`src/rtl/neuron_accum_compare_pkg.sv`:
```
// -----------------------------------------------------------------------------
// neuron_accum_compare_pkg
//
// Shared definitions for the multi-beat accumulate-and-compare neuron:
//   - state_t      : two-state controller encoding (accumulating / holding result)
//   - clog2        : ceiling log2, used to size the accumulator and beat counter
//   - ceilDiv      : integer ceiling division, gives the number of beats
//   - accWidth     : accumulator width that cannot overflow for NUM_IN inputs
//   - signExtend   : widens a two's-complement value of arbitrary width to 64 bits
// -----------------------------------------------------------------------------
package neuron_accum_compare_pkg;

    typedef enum logic {
        ST_ACCUM  = 1'b0,
        ST_RESULT = 1'b1
    } state_t;

    // Ceiling log2; clog2(1) is 0 so a single-input neuron adds no growth bits.
    function automatic int clog2(input int value);
        int result;
        int remaining;
        result    = 0;
        remaining = value - 1;
        while (remaining > 0) begin
            result    = result + 1;
            remaining = remaining >> 1;
        end
        return result;
    endfunction

    function automatic int ceilDiv(input int numerator, input int denominator);
        return (numerator + denominator - 1) / denominator;
    endfunction

    // Summing numIn values of dataW bits grows the magnitude by at most
    // clog2(numIn) bits, so this width can never overflow.
    function automatic int accWidth(input int dataW, input int numIn);
        return dataW + clog2(numIn);
    endfunction

    // Replicates bit fromW-1 into every position above it.
    function automatic logic [63:0] signExtend(input logic [63:0] value, input int fromW);
        logic [63:0] result;
        result = '0;
        for (int i = 0; i < 64; i++) begin
            result[i] = (i < fromW) ? value[i] : value[fromW-1];
        end
        return result;
    endfunction

endpackage

```
`src/rtl/neuron_accum_compare_lane_adder_tree.sv`:
```
// -----------------------------------------------------------------------------
// lane_adder_tree
//
// Combinational signed sum of LANES two's-complement inputs. Lanes whose mask
// bit is clear contribute zero, which lets the parent ignore padding lanes on
// the final beat when NUM_IN is not a multiple of LANES.
//
// Ports:
//   i_data  in  LANES*DATA_W  lane k at bits [k*DATA_W +: DATA_W], signed
//   i_mask  in  LANES         1 = lane participates in the sum
//   o_sum   out ACC_W         signed sum of enabled lanes
// -----------------------------------------------------------------------------
module lane_adder_tree #(
    parameter int DATA_W = 12,
    parameter int LANES  = 3,
    parameter int ACC_W  = 16
) (
    input  logic [LANES*DATA_W-1:0] i_data,
    input  logic [LANES-1:0]        i_mask,
    output logic [ACC_W-1:0]        o_sum
);

    // Each lane is sign-extended to the full accumulator width before it is
    // added, so negative activations keep their value in the wider sum.
    always_comb begin
        o_sum = '0;
        for (int k = 0; k < LANES; k++) begin
            if (i_mask[k]) begin
                o_sum = o_sum + ACC_W'($signed(i_data[k*DATA_W +: DATA_W]));
            end
        end
    end

endmodule

```
`src/rtl/neuron_accum_compare.sv`:
```
// -----------------------------------------------------------------------------
// neuron_accum_compare
//
// Streams NUM_IN signed activations in as LANES-wide beats, accumulates them
// into a non-overflowing sum, and compares that sum against a per-neuron
// signed threshold captured with the first beat. The binary activation and the
// raw sum are then held under an output valid/ready handshake.
//
// Ports:
//   clk        in  1             rising-edge clock
//   rst        in  1             synchronous active-low reset
//   in_valid   in  1             beat available
//   in_ready   out 1             block can accept a beat
//   in_data    in  LANES*DATA_W  lane k at bits [k*DATA_W +: DATA_W], signed
//   bias       in  BIAS_W        signed threshold, taken with the first beat
//   out_valid  out 1             result available
//   out_ready  in  1             consumer accepts the result
//   out_bit    out 1             binary activation
//   out_sum    out ACC_W         signed accumulated sum
// -----------------------------------------------------------------------------
module neuron_accum_compare
    import neuron_accum_compare_pkg::*;
#(
    parameter  int DATA_W = 12,
    parameter  int NUM_IN = 9,
    parameter  int LANES  = 3,
    parameter  int BIAS_W = 13,
    parameter  int INVERT = 0,
    localparam int ACC_W  = accWidth(DATA_W, NUM_IN)
) (
    input  logic                    clk,
    input  logic                    rst,
    input  logic                    in_valid,
    output logic                    in_ready,
    input  logic [LANES*DATA_W-1:0] in_data,
    input  logic [BIAS_W-1:0]       bias,
    output logic                    out_valid,
    input  logic                    out_ready,
    output logic                    out_bit,
    output logic [ACC_W-1:0]        out_sum
);

    localparam int BEATS = ceilDiv(NUM_IN, LANES);
    localparam int CNT_W = (BEATS > 1) ? clog2(BEATS) : 1;

    state_t              r_state;
    logic [CNT_W-1:0]    r_beatCount;
    logic [ACC_W-1:0]    r_acc;
    logic [BIAS_W-1:0]   r_bias;
    logic                r_outValid;
    logic                r_outBit;
    logic [ACC_W-1:0]    r_outSum;

    logic [LANES-1:0]    w_laneMask;
    logic [ACC_W-1:0]    w_laneSum;
    logic [ACC_W-1:0]    w_accNext;
    logic [BIAS_W-1:0]   w_biasEff;
    logic [63:0]         w_accWide;
    logic [63:0]         w_biasWide;
    logic                w_sumGeBias;
    logic                w_cmpBit;
    logic                w_accept;
    logic                w_firstBeat;
    logic                w_lastBeat;

    assign in_ready    = (r_state == ST_ACCUM);
    assign w_accept    = in_valid && in_ready;
    assign w_firstBeat = (r_beatCount == '0);
    assign w_lastBeat  = (r_beatCount == CNT_W'(BEATS - 1));

    // A lane only counts if its position in the overall input vector exists;
    // on the final beat the trailing lanes past NUM_IN are padding.
    always_comb begin
        w_laneMask = '0;
        for (int k = 0; k < LANES; k++) begin
            w_laneMask[k] = ((int'(r_beatCount) * LANES + k) < NUM_IN);
        end
    end

    lane_adder_tree #(
        .DATA_W (DATA_W),
        .LANES  (LANES),
        .ACC_W  (ACC_W)
    ) u_laneAdderTree (
        .i_data (in_data),
        .i_mask (w_laneMask),
        .o_sum  (w_laneSum)
    );

    // The first beat starts a fresh sum rather than adding to the old one,
    // and the threshold comes straight from the port on that beat because the
    // stored copy has not been written yet (matters when BEATS is 1).
    always_comb begin
        w_accNext = w_firstBeat ? w_laneSum : (r_acc + w_laneSum);
        w_biasEff = w_firstBeat ? bias : r_bias;
    end

    // Both operands are sign-extended to a width well beyond either of them,
    // so the signed compare is exact regardless of which operand is wider.
    // A tie counts as "sum >= bias", so it fires unless the polarity is inverted.
    always_comb begin
        w_accWide   = signExtend(64'(w_accNext), ACC_W);
        w_biasWide  = signExtend(64'(w_biasEff), BIAS_W);
        w_sumGeBias = ($signed(w_accWide) >= $signed(w_biasWide));
        w_cmpBit    = (INVERT != 0) ? !w_sumGeBias : w_sumGeBias;
    end

    // Controller, accumulator and result registers. The result is captured on
    // the same edge that accepts the last beat, so out_valid rises one cycle
    // later and the outputs stay frozen until the consumer takes them.
    always_ff @(posedge clk) begin
        if (!rst) begin
            r_state     <= ST_ACCUM;
            r_beatCount <= '0;
            r_acc       <= '0;
            r_bias      <= '0;
            r_outValid  <= 1'b0;
            r_outBit    <= 1'b0;
            r_outSum    <= '0;
        end else begin
            case (r_state)
                ST_ACCUM: begin
                    if (w_accept) begin
                        r_acc <= w_accNext;
                        if (w_firstBeat) begin
                            r_bias <= bias;
                        end
                        if (w_lastBeat) begin
                            r_beatCount <= '0;
                            r_state     <= ST_RESULT;
                            r_outValid  <= 1'b1;
                            r_outSum    <= w_accNext;
                            r_outBit    <= w_cmpBit;
                        end else begin
                            r_beatCount <= r_beatCount + CNT_W'(1);
                        end
                    end
                end
                ST_RESULT: begin
                    if (out_ready) begin
                        r_state    <= ST_ACCUM;
                        r_acc      <= '0;
                        r_outValid <= 1'b0;
                    end
                end
                default: begin
                    r_state <= ST_ACCUM;
                end
            endcase
        end
    end

    assign out_valid = r_outValid;
    assign out_bit   = r_outBit;
    assign out_sum   = r_outSum;

endmodule

```
`config.mk`:
```
export PLATFORM = sky130hd
export DESIGN_NAME = neuron_accum_compare
export DESIGN_NICKNAME = d
export VERILOG_FILES = /design/src/rtl/neuron_accum_compare_pkg.sv /design/src/rtl/neuron_accum_compare_lane_adder_tree.sv /design/src/rtl/neuron_accum_compare.sv
export SDC_FILE = /design/constraint.sdc
export NUM_CORES = 1
export LEC_CHECK = 0
export ABC_AREA = 1
export CORE_MARGIN = 8
export CORE_UTILIZATION = 45
export DETAILED_ROUTE_END_ITERATION = 6
export DONT_BUFFER_PORTS = 1
export HOLD_SLACK_MARGIN = 0.03
export PLACE_DENSITY_LB_ADDON = 0.05
export SLEW_MARGIN = 15
export SYNTH_ARGS = -nofsm -noshare
export SYNTH_HDL_FRONTEND = slang
export SYNTH_HIERARCHICAL = 1
export SYNTH_SLANG_ARGS = --single-unit
```
`constraint.sdc`:
```
create_clock -name clk -period 6.05 [get_ports clk]
set_input_delay 0.9075 -clock clk [delete_from_list [all_inputs] [get_ports clk]]
set_output_delay 0.9075 -clock clk [all_outputs]
set_load 0.005 [all_outputs]
```
==> flow_summary.ini <==
[layout]
antennaDiodeCount = 0
drive_gt1_share_pct = 12.5
nNetsFinal = 1005
final_util_pct = 50.8
area_growth_pct = 11.7
fill_cells = 1270

[timing]
fin_crit_sh_pct = 93.4
fin_setup_tns_ps = 0
hold_violations = 0
tightest_slew_ps = 996
setup_viol = 0
period_needed_ps = 5650
finClkSkew_ps = 6.88
final_max_slew_viol_count = 0
maxSlewHeadroom_pct = 33.5
fmax_mhz = 177

[clock_network]
path_clk_slew_ps = 70
cts_sinks = 50
cts.path.max_buffers = 2
cts_tree = built
hold_buffers = 0
insertion_delay_ps = 300
htreeDepth = 2
cts_made_buffers = 5
root_buffer = clkbuf_16

[placed_design]
port_buffers = 0
routabilityCongestion = 0.904
dp_hpwl_mm = 12.2

[grt]
antenna_found_initial = 0
grt_pass1_wl_mm = 25.6
grt_usage_pct = 19.6
grt_pass1_vias = 5400
grt_max_degree = 31
grt.overflow.total = 0

[worst_hold_path]
hp-class = flip-flop to flip-flop

[routing]
met1_length_mm = 6.72
antenna_left = 0
drt_iter0_drc = 259
dr.pass1.iters = 5
top_layer = met4
viasPerCell = 5.30
drt_wl_total_mm = 15.6
met3_length_um = 963
vias = 5518
wl_per_cell_um = 15.0
wl_met2_mm = 7.68
drc = 0

[synthesis]
synth_edf_count = 0
yosysWarnings = 6
synth_flop_cell = dfxtp_1
ys_types = 41
ys_ff_latch = 50
syn_inst = 888
synth_nets = 999
syn-cell-area_um2 = 5370
synth.avg_cell_area_um2 = 6.04
synth_seq_area_share_pct = 18.7
synth_async_sr_flop_share_pct = 0

[floorplan]
initial_core_util_pct = 45.4
rows = 40
coreArea_um2 = 11800
die_h_um = 125
die_x_um = 125
die_area_um2 = 15700
ios = 72

[flow_run]
cap_violations = 0

[power]
p_leak_nw = 3.14
vdd_drop_max_mv = 0.134
p_per_area_nw_per_um2 = 322
p_total_mw = 1.93

[setup_path]
critPathKind = input pin to flip-flop
crit_path_top_delay_cell = o21ai_0
crit_path_max_incr_delay_ps = 420
crit_required_ps = 6250
critPathCaptureType = flip-flop
crit_fanout = 5
cp.arrival_ps = 5850
setup.worst_path.start_class = input pin
path_common_cell = nand2_1

[status]
outcome = completed
==> state kept, by name, indices dropped and copies added, names as in the netlist <==
name / cells
out_sum: 16
r_bias: 13
r_state: 1
r_beatCount: 2
out_valid: 1
out_bit: 1
r_acc: 16
==> worst max-delay path, delay by kind of cell <==
family / cells / cell delay [ps]
AOI/OAI and AO/OA: 10 / 1670
xor gates and xnor gates: 1 / 100
adders and majority gates: 4 / 1390
buffers and inverters: 6 / 420
and+or+nand+nor: 16 / 1330
==> final timing paths <==
kind | to | start | depth (start not counted) | slack (ps)
max reg2reg | out_bit | r_beatCount[0] | 38 | 480
min | r_bias[0] | r_bias[0] | 2 | 470
max | out_bit | in_data[2] | 37 | 400
min reg2reg | r_bias[0] | r_bias[0] | 2 | 470
==> power breakdown <==
part           internal, mW  switching (mW)  total [mW]
combinational         0.487           0.722        1.21
sequential            0.361          0.0242       0.386
clock                 0.198           0.139       0.338
==> layout by cell type, fill, tap and decap left out, types with 3 or more instances in the layout <==
| master | count |
|---|---|
| or2_2 | 12 |
| xnor2_1 | 11 |
| nand2_2 | 15 |
| o21bai_1 | 4 |
| dfxtp_1 | 48 |
| o21ai_1 | 8 |
| clkbuf_16 | 5 |
| xor2_1 | 3 |
| mux2i_1 | 12 |
| a21oi_2 | 18 |
| o21ai_2 | 3 |
| nand3_1 | 66 |
| inv_1 | 101 |
| ha_1 | 47 |
| o21a_1 | 4 |
| inv_2 | 3 |
| o211ai_1 | 3 |
| buf_4 | 22 |
| ha_4 | 7 |
| nor2_2 | 4 |
| nand4_1 | 5 |
| nor2_1 | 76 |
| nor3_1 | 3 |
| nand3b_1 | 7 |
| o21ai_0 | 47 |
| nand3_2 | 4 |
| a31oi_1 | 3 |
| nand2_1 | 275 |
| a21oi_1 | 48 |
==> metrics by stage <==
stage	hold WS (ps)	instances	instance area [um2]	worst slack [ps]
final	467	1042	5990	399
after global routing	491	1042	5990	-25.9
after CTS	467	1039	5750	1.74
after detailed placement	455	1031	5570	-278
after global placement	452	1031	5570	-230
after floorplan	443	888	5370	435
==> area by class of cell <==
class	count	area [um2]	area share [%]
well taps	147	184	3.07
repair buffers	23	176	2.94
clock buffers	5	125	2.09
inverters	105	394	6.57
clock inverters	3	48.8	0.814
flip-flops and latches	50	1000	16.7
multi-input cells	709	4060	67.8
==> kinds of logic after synthesis <==
group	share of synthesized area, %
muxes	2.24
xor gates and xnor gates	2.45
AOI/OAI and AO/OA	15.8
and+or+nand+nor	37.2
buffers and inverters	9.79
adders and majority gates	13.9
DFF	18.7
==> routing by layer <==
metal | vias to the layer above | GRT usage [%]
met5 | - | 0
met4 | 0 | 4.73
met3 | 14 | 4.16
met2 | 117 | 36.0
met1 | 2494 | 22.5
li1 | 2893 | -
==> timing repair <==
action / CTS / global route
buffers inserted: 0 / 3
endpoints found under the setup margin: 0 / 1
resized for setup: 0 / 57
==> synth_stat cells, types with 7 or more instances <==
library cell | count | share of area (%)
dfxtp_1 | 50 | 19
nor2_1 | 80 | 5.6
clkbuf_1 | 9 | 0.63
or2_2 | 12 | 1.4
xnor2_1 | 11 | 1.8
nand3b_1 | 7 | 0.98
o21ai_0 | 53 | 4.9
mux2i_1 | 12 | 2.2
a21oi_1 | 57 | 5.3
buf_2 | 9 | 0.84
ha_1 | 55 | 13
a21oi_2 | 9 | 1.5
nand2_1 | 287 | 20
inv_1 | 102 | 7.1
nand3_1 | 66 | 6.2
Note: power is estimated with default switching activity, not from simulation.
